==> config.mk <==
export PLATFORM = sky130hd
export DESIGN_NAME = muldiv_unit
export DESIGN_NICKNAME = d
export VERILOG_FILES = /design/src/rtl/muldiv_unit.sv
export SDC_FILE = /design/constraint.sdc
export NUM_CORES = 1
export LEC_CHECK = 0
export BUFFER_PORTS_ARGS = -buffer_cell sky130_fd_sc_hd__buf_2
export CAP_MARGIN = 0
export CORE_ASPECT_RATIO = 1.2
export CORE_MARGIN = 2
export CORE_UTILIZATION = 42
export DETAILED_ROUTE_END_ITERATION = 16
export PLACE_DENSITY = 0.68
export SKIP_CTS_REPAIR_TIMING = 1
export SYNTH_ARGS = -nofsm -noshare
export SYNTH_HDL_FRONTEND = slang
export SYNTH_SLANG_ARGS = --single-unit
==> constraint.sdc <==
create_clock -name clock -period 3.2 [get_ports clock]
set_input_delay 0.64 -clock clock [delete_from_list [all_inputs] [get_ports clock]]
set_output_delay 0.64 -clock clock [all_outputs]
set_load 0.05 [all_outputs]
==> src/rtl/muldiv_unit.sv <==
// Iterative radix-2 multiply/divide unit with a start/busy/done handshake.
// MUL uses shift-add and DIV uses restoring division; sign fix-up is applied in a final cycle.
module muldiv_unit #(
  parameter int unsigned WIDTH = 32,
  parameter int unsigned CNT_W = $clog2(WIDTH + 1)
) (
  input  logic             clock,
  input  logic             clear,
  input  logic             start,
  input  logic [1:0]       op,
  input  logic [WIDTH-1:0] a,
  input  logic [WIDTH-1:0] b,
  output logic             busy,
  output logic             done,
  output logic [WIDTH-1:0] hi,
  output logic [WIDTH-1:0] lo,
  output logic             div_by_zero
);

  typedef enum logic [1:0] {StIdle, StPrep, StRun, StFix} state_e;

  state_e               state_q, state_d;
  logic [1:0]           op_q;
  logic [WIDTH-1:0]     a_q, b_q;
  logic [WIDTH-1:0]     mcand_q;
  logic [2*WIDTH-1:0]   prod_q;
  logic [CNT_W-1:0]     cnt_q;
  logic                 neg_res_q, neg_rem_q, zdiv_q;

  logic                 sgn_op, div_op, neg_a, neg_b, zero_div;
  logic [WIDTH-1:0]     mag_a, mag_b, addend;
  logic [WIDTH:0]       mul_sum, div_rem, div_trial;
  logic [2*WIDTH-1:0]   step;
  logic [WIDTH-1:0]     hi_fix, lo_fix;

  assign sgn_op   = op_q[0];
  assign div_op   = op_q[1];
  assign neg_a    = sgn_op & a_q[WIDTH-1];
  assign neg_b    = sgn_op & b_q[WIDTH-1];
  assign zero_div = div_op && (b_q == '0);

  // |MIN| = 2^(WIDTH-1) still fits in an unsigned WIDTH-bit magnitude.
  assign mag_a = neg_a ? -a_q : a_q;
  assign mag_b = neg_b ? -b_q : b_q;

  assign addend    = prod_q[0] ? mcand_q : '0;
  assign mul_sum   = {1'b0, prod_q[2*WIDTH-1:WIDTH]} + {1'b0, addend};
  assign div_rem   = prod_q[2*WIDTH-1:WIDTH-1];
  assign div_trial = div_rem - {1'b0, mcand_q};

  always_comb begin
    step = prod_q;
    if (div_op) begin
      if (div_trial[WIDTH]) begin
        step = {div_rem[WIDTH-1:0], prod_q[WIDTH-2:0], 1'b0};
      end else begin
        step = {div_trial[WIDTH-1:0], prod_q[WIDTH-2:0], 1'b1};
      end
    end else begin
      step = {mul_sum, prod_q[WIDTH-1:1]};
    end
  end

  always_comb begin
    hi_fix = prod_q[2*WIDTH-1:WIDTH];
    lo_fix = prod_q[WIDTH-1:0];
    if (zdiv_q) begin
      hi_fix = a_q;
      lo_fix = '1;
    end else if (div_op) begin
      lo_fix = neg_res_q ? -prod_q[WIDTH-1:0] : prod_q[WIDTH-1:0];
      hi_fix = neg_rem_q ? -prod_q[2*WIDTH-1:WIDTH] : prod_q[2*WIDTH-1:WIDTH];
    end else if (neg_res_q) begin
      {hi_fix, lo_fix} = -prod_q;
    end
  end

  always_comb begin
    state_d = state_q;
    unique case (state_q)
      StIdle:  if (start) state_d = StPrep;
      StPrep:  state_d = zero_div ? StFix : StRun;
      StRun:   if (cnt_q == CNT_W'(WIDTH - 1)) state_d = StFix;
      StFix:   state_d = StIdle;
      default: state_d = StIdle;
    endcase
  end

  always_ff @(posedge clock or negedge clear) begin
    if (!clear) begin
      state_q <= StIdle;
    end else begin
      state_q <= state_d;
    end
  end

  always_ff @(posedge clock or negedge clear) begin
    if (!clear) begin
      op_q        <= '0;
      a_q         <= '0;
      b_q         <= '0;
      mcand_q     <= '0;
      prod_q      <= '0;
      cnt_q       <= '0;
      neg_res_q   <= 1'b0;
      neg_rem_q   <= 1'b0;
      zdiv_q      <= 1'b0;
      busy        <= 1'b0;
      done        <= 1'b0;
      hi          <= '0;
      lo          <= '0;
      div_by_zero <= 1'b0;
    end else begin
      done <= 1'b0;
      unique case (state_q)
        StIdle: begin
          if (start) begin
            op_q        <= op;
            a_q         <= a;
            b_q         <= b;
            busy        <= 1'b1;
            div_by_zero <= 1'b0;
          end
        end
        StPrep: begin
          cnt_q     <= '0;
          zdiv_q    <= zero_div;
          neg_res_q <= neg_a ^ neg_b;
          // The remainder follows the dividend; the product follows both operands.
          neg_rem_q <= div_op ? neg_a : (neg_a ^ neg_b);
          if (div_op) begin
            prod_q  <= {{WIDTH{1'b0}}, mag_a};
            mcand_q <= mag_b;
          end else begin
            prod_q  <= {{WIDTH{1'b0}}, mag_b};
            mcand_q <= mag_a;
          end
        end
        StRun: begin
          prod_q <= step;
          cnt_q  <= cnt_q + CNT_W'(1);
        end
        StFix: begin
          hi          <= hi_fix;
          lo          <= lo_fix;
          div_by_zero <= zdiv_q;
          done        <= 1'b1;
          busy        <= 1'b0;
        end
        default: ;
      endcase
    end
  end

endmodule

After elaboration in Yosys (flattened, before gate mapping):

Cells that the tools add are included.

* output and inout bits: 67
* word-level logic and storage cells: 67
* bits in registers: 240
* input port bits: 69

* bitwise operators: 3
* add/sub/neg operators: 8
* eq/ne operators: 6
* mux-type cells: 27
* reduce and logical (&&, ||, !) cells: 8

Operator list (number)
* 2-to-1 mux 32 bit: 13
* 2-to-1 mux 64 bit: 2
* negator 32 bit: 4
* one-hot mux 64 bit (2 select lines): 1
* negator 64 bit: 1
* adder 32 x 32 -> 33 bit: 1
* subtractor 33 x 32 -> 33 bit: 1
* logical NOT 32 bit: 1
* one-hot mux 6 bit (2 select lines): 1
* one-hot mux 2 bit (4 select lines): 1
* adder 6 x 1 -> 6 bit (second input constant): 1
* equality test 6 x 5 -> 1 bit (second input constant): 1
* AND reduction 2 bit: 3
* 2-to-1 mux 1 bit: 5
* equality test 2 bit (second input constant): 2
* 2-to-1 mux 2 bit: 2
* != test 2 bit (second input constant): 2
* one-hot mux 1 bit (2 select lines): 2
* nonzero test 2 bit: 2
* bitwise AND 1 bit: 2
* equality test 2 x 1 -> 1 bit (second input constant): 1
* logical NOT 2 bit: 1
* logical AND 1 bit: 1
* bitwise XOR 1 bit: 1

Logic depth before layout (Yosys ltp):

* depth in word-level cells: 4
* mapped depth: 15
* gate-level depth less buffers: 14

Worst setup path after synthesis:

Ideal clock, no wire load.

* kind: register to register
* start: register prod_q[44]
* end: register prod_q[60]
* period minus slack after synthesis: 3.235 ns
* slack: -0.035 ns
* required time: 3.058 ns
* buffers on the path: 2
* arrival: 3.093 ns
* cell stages (with the launch flop): 14
* cells stage by stage: dfrtp_1 ha_1 clkbuf_1 a211oi_1 o211ai_1 a221oi_1 nor2_1 a21oi_1 nand4_1 a21oi_1 xnor2_1 buf_2 mux2i_1 o221ai_1

* cells in the longest elaborated chain, start to end: 4
* elaborated cells on any way between the ends: 5
* classes of those cells: add/sub (2); mux (3)

Ends and longest elaborated chain
* start: declaration: RTL line 26 `logic [2*WIDTH-1:0] prod_q;`
* start signal: assignment: RTL line 132 `prod_q <= {{WIDTH{1'b0}}, mag_a};`
* start signal: assignment: RTL line 135 `prod_q <= {{WIDTH{1'b0}}, mag_b};`
* start signal: assignment: RTL line 140 `prod_q <= step;`
* subtractor 33 x 32 -> 33 bit: RTL line 49 `assign div_trial = div_rem - {1'b0, mcand_q};`
* 2-to-1 mux 64 bit: RTL line 54 `if (div_trial[WIDTH]) begin`
* 2-to-1 mux 64 bit *: RTL line 53 `if (div_op) begin`
* one-hot mux 64 bit (2 select lines) *: RTL line 115 `unique case (state_q)`

Mark *: on every way between the ends. The rest lies on a longest branch, timed or not.
A chain may end at the register's enable or synchronous reset.

Worst setup path in the final report:

* start: register prod_q[0]
* end: register prod_q[55]

* cells in the longest elaborated chain, start to end: 4

Ends and longest elaborated chain
* 2-to-1 mux 32 bit: RTL line 46 `assign addend = prod_q[0] ? mcand_q : '0;`
* adder 32 x 32 -> 33 bit: RTL line 47 `assign mul_sum = {1'b0, prod_q[2*WIDTH-1:WIDTH]} + {1'b0, addend};`
* 2-to-1 mux 64 bit: RTL line 53
* one-hot mux 64 bit (2 select lines): RTL line 115

Every way passes these cells.

==> metrics.md <==
| Metric | Value |
|---|---|
| Mean post-synth cell area | `8.84 sq um` |
| Worst skew pair latency | `about 0.57 ns` |
| Worst-path clk slew | `~0.060 ns` |
| GRT Util Overall | `28.5%` |
| Warnings from Yosys | `0` |
| Flop-to-flop setup slack | `around 0.022 ns` |
| Final period utilization | `between 90 and 100%` |
| Clock Skew | `0.0271 ns` |
| I/O pin cnt | `about 140` |
| # H-tree levels | `1` |
| DRC | `0` |
| DP Wirelength | `between 40000 and 50000 microns` |
| PortBufs | `135` |
| #FFs+latches synth | `240` |
| Syn nets | `roughly 2100` |
| Minimum clock period | `around 3.2 ns` |
| First-pass GRT wire length | `about 94000 microns` |
| Crit-path cells | `and2_4 > ha_4 > inv_2 > fa_2 > nand2b_4 > a21oi_4 > o211ai_1 > a21o_1 > a311o_1 > o31ai_2 > buf_4 > buf_6 > xor2_1 > nand2_1 > o221ai_2` |
| RR Startpoint | `prod_q[0]` |
| Outcome | `completed` |
| Max-Cap Viols | `0` |
| Diodes inserted | `0` |
| Drt first pass iters | `6` |
| Drt total wl | `around 63000 microns` |
| Share of async-settable or async-resettable flops after synthesis | `100%` |
| Fraction of layout cells with a size suffix above 1 | `a little over a quarter` |
| Commonest cells post-synth | `nor2_1 (241), dfrtp_1 (240), a21oi_1 (161)` |
| CTS Buf Count | `27` |
| Clock buffer depth | `3` |
| Worst setup EP type | `flip-flop` |
| Yosys top cell area share | `35.0%` |
| EDFF count, synth | `0` |
| Fin. max-slew vios | `0` |
| Area contributors post-synth | `dfrtp_1 (35%), ha_1 (5.3%), nor2_1 (5.3%), xnor2_1 (5.0%), mux2_2 (4.7%)` |
| Setup TNS | `0 ns` |
| Worst rel slew slack | `between 40% and 50%` |
| CORE AREA | `about 0.041 sq mm` |
| Fmax | `roughly 310 MHz` |
| Row count | `slightly above 80` |
| Worst hold slack | `approximately 0.02 ns` |
| Synthesized instance count | `roughly 1900` |
| Setup Viol. Count Final | `0` |
| Routed Antenna Nets | `0` |
| WP buf/inv | `3` |
| Netlist cell types | `between 70 and 80` |
| DIE HEIGHT | `between 200 and 250 microns` |
| Post-synth top area cell | `dfrtp_1` |
| GP Congestion | `1.02` |
| Area growth syn-to-layout | `23.1%` |
| Vias after detailed routing | `between 15000 and 20000` |
| Slowest CP cell | `dfrtp_2` |
| Min-Delay Path Class | `in2async` |
| Cell with the most instances after synthesis | `nor2_1` |
| Initial DRC Count | `1510` |
| Die W | `roughly 190 microns` |
| Crit-path max FO | `4` |
| Initial antenna violation count | `1` |
| Clock sinks | `240` |
| Worst-Margin Slew | `about 0.87 ns` |
| Largest net degree at the start of global routing | `70` |
| Crit path max-delay family | `compound AO/OA/AOI/OAI gates` |
| Fin. Hold Viols | `0` |
| Worst setup path class | `reg2reg` |
| Crit path required time | `roughly 3.7 ns` |
| R2r endpoint | `prod_q[55]` |
| Nets | `2343` |
| Vias in the first global route | `approximately 16000` |
| Total grt overflow | `0` |
| Root Driver | `clkbuf_16` |
| Vias per cell | `around 6.0` |
| DR WL/cell | `between 20 and 25 microns` |
| CP Launch Type | `flip-flop` |
| Initial Util | `a little over two fifths` |
| Reg2Reg Depth | `15` |
| Crit path arrival time | `around 3.7 ns` |
| Synthesized cell area | `between 0.015 and 0.02 sq mm` |
| Post-synth top flop | `dfrtp_1` |
| Die area | `roughly 0.042 sq mm` |
| Largest stage delay on the critical path | `0.43 ns` |
| CTS tree | `done` |
| RSZ-0062 raised after global routing | `yes` |
| Sequential area share after synthesis | `between 30% and 40%` |
-- how the worst max path moves through the flow --
stage | cells after the start | from | slack (ns) | endpoint
after floorplan | 13 | prod_q[44] | -0.03 | prod_q[60]
after global placement | 13 | prod_q[33] | -0.15 | hi[18]
after detailed placement | 15 | prod_q[0] | -0.14 | prod_q[63]
after CTS | 15 | prod_q[0] | -0.17 | prod_q[63]
after global routing | 14 | prod_q[0] | -0.13 | prod_q[63]
final | 15 | prod_q[0] | 0.02 | prod_q[55]
-- state kept, by name, summed over array words and instances, names as in the netlist --
signal	flops
neg_res_q	1
b_q	32
zdiv_q	1
op_q	2
done	1
prod_q	64
mcand_q	32
cnt_q	6
state_q	2
a_q	32
busy	1
hi	32
lo	32
neg_rem_q	1
div_by_zero	1
-- worst reg2reg max path, stage by stage (launching register included) --
cell	delay, ns
dfrtp_2	0.43
and2_4	0.17
ha_4	0.14
inv_2	0.04
fa_2	0.35
nand2b_4	0.16
a21oi_4	0.15
o211ai_1	0.12
a21o_1	0.23
a311o_1	0.42
o31ai_2	0.29
buf_4	0.17
buf_6	0.09
xor2_1	0.15
nand2_1	0.10
o221ai_2	0.07
-- final cells by class --
class | count | area (sq um)
sequential | 240 | 6010
clock buffer | 37 | 753
timing repair buffer | 339 | 2320
clock inverter | 10 | 121
multi-input combinational | 1513 | 10900
fill | 3787 | 19400
inverter | 78 | 300
tap | 539 | 674
-- layer usage --
| layer | share of wire (%) | wire length [microns] | vias up | GRT usage [%] |
|---|---|---|---|---|
| met5 | 0.018 | 11 | - | 0 |
| li1 | - | - | 7458 | - |
| met4 | 5.8 | 3630 | 2 | 13.8 |
| met2 | 47 | 29600 | 711 | 48.1 |
| met3 | 7.3 | 4600 | 184 | 4.44 |
| met1 | 40 | 24900 | 8097 | 35.8 |
-- layout by cell type, fill, tap and decap left out, types with 8 or more instances in the layout --
master | synthesis | layout
mux2i_1 | 60 | 60
xnor2_1 | 97 | 91
o221ai_1 | 27 | 25
mux2_2 | 72 | 72
and3_1 | 8 | 8
o21ai_0 | 120 | 100
o21ai_1 | 3 | 20
dfrtp_1 | 240 | 236
or3_4 | 1 | 9
o211ai_1 | 24 | 24
nand4_1 | 13 | 13
or4_1 | 12 | 10
o22ai_1 | 10 | 10
nor2b_1 | 23 | 22
a31oi_1 | 15 | 14
and2_1 | 10 | 9
nor3_1 | 29 | 26
a21o_1 | 32 | 32
inv_1 | 75 | 71
nand2b_1 | 22 | 20
a221o_1 | 14 | 14
or2_2 | 11 | 11
buf_4 | 0 | 193
ha_1 | 73 | 68
a22oi_1 | 11 | 10
nor2_1 | 241 | 241
xor2_1 | 79 | 79
nand2_1 | 148 | 147
nand3_1 | 24 | 23
buf_2 | 5 | 134
a21oi_1 | 161 | 153
o31ai_1 | 26 | 20
nor4_1 | 10 | 8
clkbuf_16 | 0 | 28
o41ai_1 | 11 | 8
mux4_2 | 20 | 20
or3_1 | 25 | 17
-- cell families after synthesis --
family / count (synthesis) / synth area share [%]
adder cells (fa/ha/maj): 75 / 5.56
AND/OR/NAND/NOR: 599 / 16.3
multiplexers: 152 / 10.9
flip-flops: 240 / 35.0
buffers and inverters: 188 / 4.15
XOR/XNOR: 176 / 8.99
AO/OA/AOI/OAI: 511 / 19.1
-- per-stage QoR --
step	setup WS (ns)	cell area [sq um]	util [%]	instances
after detailed placement	-0.140	19600	48.3	2693
after CTS	-0.175	20500	50.5	2740
after global routing	-0.128	21100	52.1	2756
after floorplan	-0.0348	17100	-	1941
after global placement	-0.148	19600	48.3	2693
final	0.0220	21100	52.1	2756
Power is not shown: default switching activity piles up to over one toggle a cycle in this logic, so the estimate is an artifact.
